==> src/rtl/button_press_gen.sv <==
// button_press_gen: emits i_Count timed presses on o_Button (i_Start/i_Count/i_Abort in; o_Button/o_Busy/o_Done/o_Sent out)
module button_press_gen #(
  parameter int PRESS_CYCLES   = 3,
  parameter int RELEASE_CYCLES = 2,
  parameter int COUNT_WIDTH    = 8
) (
  input  logic                   i_Clk,
  input  logic                   i_Reset,
  input  logic                   i_Start,
  input  logic [COUNT_WIDTH-1:0] i_Count,
  input  logic                   i_Abort,
  output logic                   o_Button,
  output logic                   o_Busy,
  output logic                   o_Done,
  output logic [COUNT_WIDTH-1:0] o_Sent
);
  localparam int MAXC = PRESS_CYCLES > RELEASE_CYCLES ? PRESS_CYCLES : RELEASE_CYCLES;
  localparam int DW = $clog2(MAXC + 1);
  localparam logic [DW-1:0] PRESS_LOAD = DW'(PRESS_CYCLES - 1);
  localparam logic [DW-1:0] RELEASE_LOAD = DW'(RELEASE_CYCLES - 1);
  typedef enum logic [1:0] {IDLE, PRESS, RELEASE, DONE} state_t;
  state_t state, state_n;
  logic [DW-1:0] dur, dur_n;
  logic [COUNT_WIDTH-1:0] rem, rem_n, sent, sent_n;
  logic stop, stop_n, button;
  always_ff @(posedge i_Clk) begin
    if (i_Reset) begin
      state  <= IDLE;
      dur    <= '0;
      rem    <= '0;
      sent   <= '0;
      stop   <= 1'b0;
      button <= 1'b0;
    end else begin
      state  <= state_n;
      dur    <= dur_n;
      rem    <= rem_n;
      sent   <= sent_n;
      stop   <= stop_n;
      button <= state_n == PRESS;
    end
  end
  always_comb begin
    state_n = state;
    dur_n   = dur;
    rem_n   = rem;
    sent_n  = sent;
    stop_n  = stop;
    case (state)
      IDLE: if (i_Start) begin
        sent_n  = '0;
        stop_n  = 1'b0;
        rem_n   = i_Count;
        state_n = i_Count != '0 ? PRESS : DONE;
        dur_n   = i_Count != '0 ? PRESS_LOAD : '0;
      end
      PRESS: if (i_Abort || dur == '0) begin
        state_n = RELEASE;
        dur_n   = RELEASE_LOAD;
        sent_n  = sent + 1'b1;
        rem_n   = rem - 1'b1;
        stop_n  = stop | i_Abort;
      end else dur_n = dur - 1'b1;
      RELEASE: begin
        // an abort seen anywhere in the window (even its last cycle) ends the sequence
        stop_n = stop | i_Abort;
        if (dur == '0) begin
          state_n = rem != '0 && !stop_n ? PRESS : DONE;
          dur_n   = rem != '0 && !stop_n ? PRESS_LOAD : '0;
        end else dur_n = dur - 1'b1;
      end
      DONE: state_n = IDLE;
      default: state_n = IDLE;
    endcase
  end
  always_comb begin
    o_Button = button;
    o_Busy   = state != IDLE;
    o_Done   = state == DONE;
    o_Sent   = sent;
  end
endmodule

==> config.mk <==
export PLATFORM = sky130hd
export DESIGN_NAME = button_press_gen
export DESIGN_NICKNAME = d
export VERILOG_FILES = /design/src/rtl/button_press_gen.sv
export SDC_FILE = /design/constraint.sdc
export NUM_CORES = 1
export LEC_CHECK = 0
export ABC_AREA = 1
export CORE_ASPECT_RATIO = 1.75
export CORE_MARGIN = 2
export CORE_UTILIZATION = 57
export CTS_CLUSTER_DIAMETER = 40
export CTS_CLUSTER_SIZE = 24
export DETAILED_ROUTE_END_ITERATION = 6
export PLACE_DENSITY = 0.87
export SLEW_MARGIN = 10
export SYNTH_ARGS = -nofsm -noshare
export SYNTH_HDL_FRONTEND = slang
export SYNTH_SLANG_ARGS = --single-unit
==> constraint.sdc <==
create_clock -name i_Clk -period 4.15 [get_ports i_Clk]
set_clock_uncertainty 0.1 [all_clocks]
set_input_delay 0.6225 -clock i_Clk [delete_from_list [all_inputs] [get_ports i_Clk]]
set_output_delay 0.6225 -clock i_Clk [all_outputs]
set_load 0.02 [all_outputs]
==> Yosys cells after proc, flatten, opt, wreduce, memory -nomap -nowiden <==
Cells that the tools add are included.
{ "word_totals": {"reg_bits": 22, "out_inout_bits": 11, "wordCells": 50} }
{ "op_classes": {"add_sub_neg": 3, "eq_ne": 6, "muxes": 21, "bitwise": 1, "n_reduce_logical": 13} }
{ "ops": {"columns": ["operator", "n"], "rows": [
  ["$mux W8", 4],
  ["$pmux W8 S2", 2],
  ["$mux W2", 10],
  ["$reduce_bool A8 Y1", 2],
  ["$add A8 B1 Y8 const B", 1],
  ["$pmux W2 S4", 1],
  ["$sub A8 B1 Y8 const B", 1],
  ["$pmux W2 S3", 1],
  ["$reduce_and A3 Y1", 2],
  ["$eq A2 B1 Y1 const B", 2],
  ["$eq A2 B2 Y1 const B", 2],
  ["$logic_not A2 Y1", 2],
  ["$ne A2 B2 Y1 const B", 2],
  ["$reduce_bool A2 Y1", 2],
  ["$pmux W1 S3", 1],
  ["$reduce_bool A3 Y1", 1],
  ["$mux W1", 2],
  ["$reduce_and A2 Y1", 1],
  ["$sub A2 B1 Y2 const B", 1],
  ["$logic_and A1 B1 Y1", 1],
  ["$logic_not A1 Y1", 1],
  ["$logic_or A1 B1 Y1", 1],
  ["$or A1 B1 Y1", 1]
]} }

==> Depth between registers and ports, before layout <==
{ "depth": {"depth_word": 7, "depth_mapped": 12} }

==> Worst setup path after synthesis <==
OpenSTA, ideal clock, no wires.
{ "synth_timing": {"path_type": "register to register", "startpoint": "register state[0]", "endpoint": "register stop", "setup_time_ns": 0.125, "arrival_time_ns": 1.429, "required_ns": 3.925, "path_slack_ns": 2.496, "path_stages_with_launch": 9, "n_path_buf": 0, "path_cell_list": "dfxtp_1 -> inv_1 -> ha_1 -> inv_1 -> nand2_1 -> nand2_4 -> o21ai_0 -> o21ai_0 -> a21oi_1"} }
{ "synth_via": {"elab_chain_len": 3} }
{ "synth_lines": {"columns": ["item", "line", "rtl"], "rows": [
  ["from (decl)", "22", "state_t state, state_n;"],
  ["from (signal assigned)", "35", "state <= state_n;"],
  ["$eq A2 B1 Y1, or another cell as far along", "49", "case (state)"],
  ["$ne A2 B2 Y1 (no line) or $reduce_bool A3 Y1 (tied branches)", null, null],
  ["$reduce_and A3 Y1 (no line)", null, null],
  ["to (signal assigned)", "39", "stop <= stop_n;"],
  ["to (decl)", "25", "logic stop, stop_n, button;"]
]} }
Several ways; a longest one is shown, not always the timed one.
A chain may end at the register's enable or synchronous reset.

==> Final worst setup path <==
{ "layout_timing": {"startpoint": "register state[0]", "endpoint": "output port o_Busy"} }
{ "layout_via": {"elab_chain_len": 1} }
{ "layout_lines": {"columns": ["item", "line", "rtl"], "rows": [
  ["$reduce_bool A2 Y1", "78", "o_Busy = state != IDLE;"],
  ["to (decl)", "13", "output logic o_Busy,"]
]} }
Every way passes these cells.

==> results.py <==
metrics = {
    "synthesis": {
        "synthFlopType": "dfxtp_1",
        "ys_async_sr_fraction": 0,
        "synthAdderAreaFrac": 0.0857,
        "synthesis.nets": 236,
        "syn_inst": 214,
        "synthXorXnorAreaFrac": 0.0120,
        "synth_cell_type_count": 30,
        "synth_top_area_share": 0.302,
        "yosys.area_share.simple": 0.332,
        "ys_seq_area_frac": 0.302,
        "muxShareOfSynthArea": 0,
        "yosys-top-cells-area": "dfxtp_1 30%, nand2_1 13%, ha_1 8.6%",
        "synth_area_leader_cell": "dfxtp_1",
        "synth_top_family_by_area": "simple AND/OR/NAND/NOR gates",
        "synth_compound_area_frac": 0.160,
        "avgSynthCellArea_um2": 6.82,
        "netlist_area_um2": 1460,
        "synth-seq-cells": 22,
        "yosysWarnings": 0,
        "synth_edf_count": 0,
    },
    "timing": {
        "finalSetupViolations": 0,
        "whs_ps": 392,
        "fin_crit_ps": 2500,
        "worst_slack_ps": 1650,
        "rsz0062_at_grt": "false",
        "period_share": 0.602,
        "maxSlewViolCount": 0,
        "tightest_slew_ps": 453,
        "finalSetupTns_ps": 0,
        "hold_violations": 0,
        "max_freq_mhz": 400,
        "maxSlewHeadroom": 0.698,
    },
    "pwr": {
        "leakagePower_uw": 0.000794,
        "p_per_area_nw_per_um2": 473,
        "seqPwrFrac": 0.334,
        "ir_worst_vdd_uv": 316,
        "swShare": 0.396,
        "p_clk_frac": 0.244,
        "p_comb_frac": 0.423,
        "p_sw_uw": 326,
        "p_int_uw": 497,
    },
    "critical_path": {
        "critPathRequiredTime_ps": 3430,
        "max_stage_delay_ps": 630,
        "path_max_fanout": 4,
        "crit_slowest_cell": "clkdlybuf4s50_1",
        "reg2regPathDepth": 8,
        "rr_startpoint": "state[1]$_SDFF_PP0_",
        "setup.worst_path.start_class": "flip-flop",
        "timing.rr.end": "stop$_SDFFE_PP0P_",
        "path_cells": "inv_1, ha_1, inv_1, clkdlybuf4s50_1",
        "crit_type": "reg2out",
        "cp_common_cell": "inv_1",
        "crit_end": "o_Busy",
        "worstSetupStartpoint": "state[0]$_SDFF_PP0_",
        "r2r_slack_ps": 1980,
        "critPathCaptureType": "output port",
        "arrival_ps": 1780,
    },
    "placed_design": {
        "placed_area_um2": 1670,
        "io_buffers": 22,
        "place_hpwl_um": 2450,
        "dp_slack_ps": 1860,
        "gp_congestion": 0.798,
    },
    "route": {
        "drt_iter0_drc": 37,
        "wl_per_cell_um": 12.2,
        "drt_first_pass_iters": 4,
        "drtAntennaViolNets": 0,
        "route.vias.total": 1406,
        "drt-vias-per-instance": 5.39,
        "routed_wl_um": 3180,
        "post-route-drc-count": 0,
    },
    "worst_hold_path": {
        "min_from": "rem[3]$_SDFFE_PP0P_",
        "holdCritPathClass": "reg2reg",
    },
    "final_layout": {
        "nFillCells": 201,
        "syn_to_final_growth_pct": 19.0,
        "fin_nets": 258,
        "diodes": 0,
        "fin_area_um2": 1740,
        "layout-drive-gt1-share": 0.0851,
    },
    "global_route": {
        "first_global_vias": 1369,
        "grt_max_degree": 15,
        "grt_usage": 0.232,
        "overflow": 0,
        "antenna_found_initial": 0,
        "grt_pass1_wl_um": 5500,
    },
    "floorplanning": {
        "io_pins": 23,
        "die_area_um2": 3000,
        "die_x_um": 42.3,
        "rows": 24,
        "die_h_um": 71.0,
        "core_area_um2": 2460,
        "start_util": 0.593,
    },
    "clocking": {
        "clkTransAtPathRegs_ps": 80,
        "cts_sinks": 22,
        "cts_buffers": 3,
        "cts.repair.resized": 0,
        "cts.path.max_buffers": 2,
        "cts_tree": "done",
        "h-tree-depth": 1,
        "ctsHoldBuffers": 0,
        "worst_skew_pair.late_latency_ps": 260,
        "cts_setup_buffers": 0,
        "clock-root-buffer": "clkbuf_8",
    },
    "status": {
        "status": "completed",
    },
    "job": {
        "drv_cap": 0,
    },
}
[cell type report]
class                   instances  area (um2)  area share
clock buffers                   3        41.3      0.0238
well taps                      26        32.5      0.0187
multi-input cells             157         861       0.495
clock inverters                 1        30.0      0.0173
repair buffers                 22         220       0.127
inverters                      30         113      0.0648
flip-flops and latches         22         440       0.253
[through the flow]
| stage | power, uW | util | std cells |
|---|---|---|---|
| after floorplan | 553 | - | 214 |
| after global placement | 614 | 0.677 | 257 |
| after detailed placement | 622 | 0.677 | 257 |
| after CTS | 823 | 0.706 | 261 |
| after global routing | 882 | 0.706 | 261 |
| final | 822 | 0.706 | 261 |
[layout by cell type (no fill, tap or decap), drive strengths merged]
| master | netlist | routed |
|---|---|---|
| xor2 | 1 | 1 |
| a31oi | 2 | 2 |
| nor2 | 26 | 26 |
| a211oi | 1 | 1 |
| dfxtp | 22 | 22 |
| a31o | 1 | 1 |
| o211ai | 1 | 1 |
| o21ai | 19 | 19 |
| xnor2 | 1 | 1 |
| ha | 10 | 10 |
| nand3 | 11 | 11 |
| nand2 | 56 | 56 |
| a21o | 1 | 1 |
| inv | 30 | 30 |
| clkbuf | 0 | 3 |
| nor3 | 6 | 6 |
| nand4 | 3 | 3 |
| clkdlybuf4s50 | 0 | 22 |
| bufinv | 0 | 1 |
| a21oi | 16 | 16 |
| nor3b | 2 | 2 |
[flip-flops by register name, indices dropped and copies added, names as in the netlist]
signal / cells
rem: 8
o_Button: 1
dur: 2
stop: 1
state: 2
o_Sent: 8
[power by group through the flow]
| stage | sequential (uW) | clock, uW | combinational [uW] |
|---|---|---|---|
| floorplan | 276 | 0 | 278 |
| global placement | 278 | 0 | 336 |
| detailed placement | 278 | 0 | 344 |
| CTS | 274 | 202 | 347 |
| global route | 280 | 209 | 394 |
| finish | 274 | 200 | 348 |
[cell families after synthesis]
group           count (synthesis)
simple gates                  104
compound gates                 41
buf+inv                        35
xor+xnor                        2
flops                          22
fa+ha+maj                      10
[routing by layer]
layer	global-route usage	share of wire	vias to the layer above
li1	-	-	731
met1	0.233	0.38	634
met2	0.439	0.55	29
met3	0.0281	0.028	12
met4	0.128	0.040	0
met5	0	0	-
[synth_stat cells (2+ instances only)]
| cell type | count |
|---|---|
| nor2_1 | 25 |
| nand2_4 | 3 |
| buf_6 | 3 |
| nor3_2 | 5 |
| o21ai_0 | 16 |
| nor3b_1 | 2 |
| o21ai_1 | 2 |
| nand4_1 | 3 |
| nand2_1 | 52 |
| dfxtp_1 | 22 |
| a31oi_1 | 2 |
| inv_2 | 2 |
| nand3_1 | 10 |
| inv_1 | 28 |
| ha_1 | 10 |
| a21oi_1 | 15 |
[worst max-delay path: cells and delay by family, from the launching register on]
kind                     cells  cell delay (ps)
flip-flops                   1              380
adder cells (fa/ha/maj)      1              240
buffers and inverters        3              890
[how the worst min path moves through the flow]
| stage | endpoint | depth (start not counted) |
|---|---|---|
| after floorplan | rem[3]$_SDFFE_PP0P_ | 2 |
| after global placement | rem[3]$_SDFFE_PP0P_ | 2 |
| after detailed placement | rem[3]$_SDFFE_PP0P_ | 2 |
| after CTS | rem[3]$_SDFFE_PP0P_ | 2 |
| after global routing | rem[3]$_SDFFE_PP0P_ | 2 |
| final | rem[3]$_SDFFE_PP0P_ | 2 |
(Power assumes the default switching activity.)
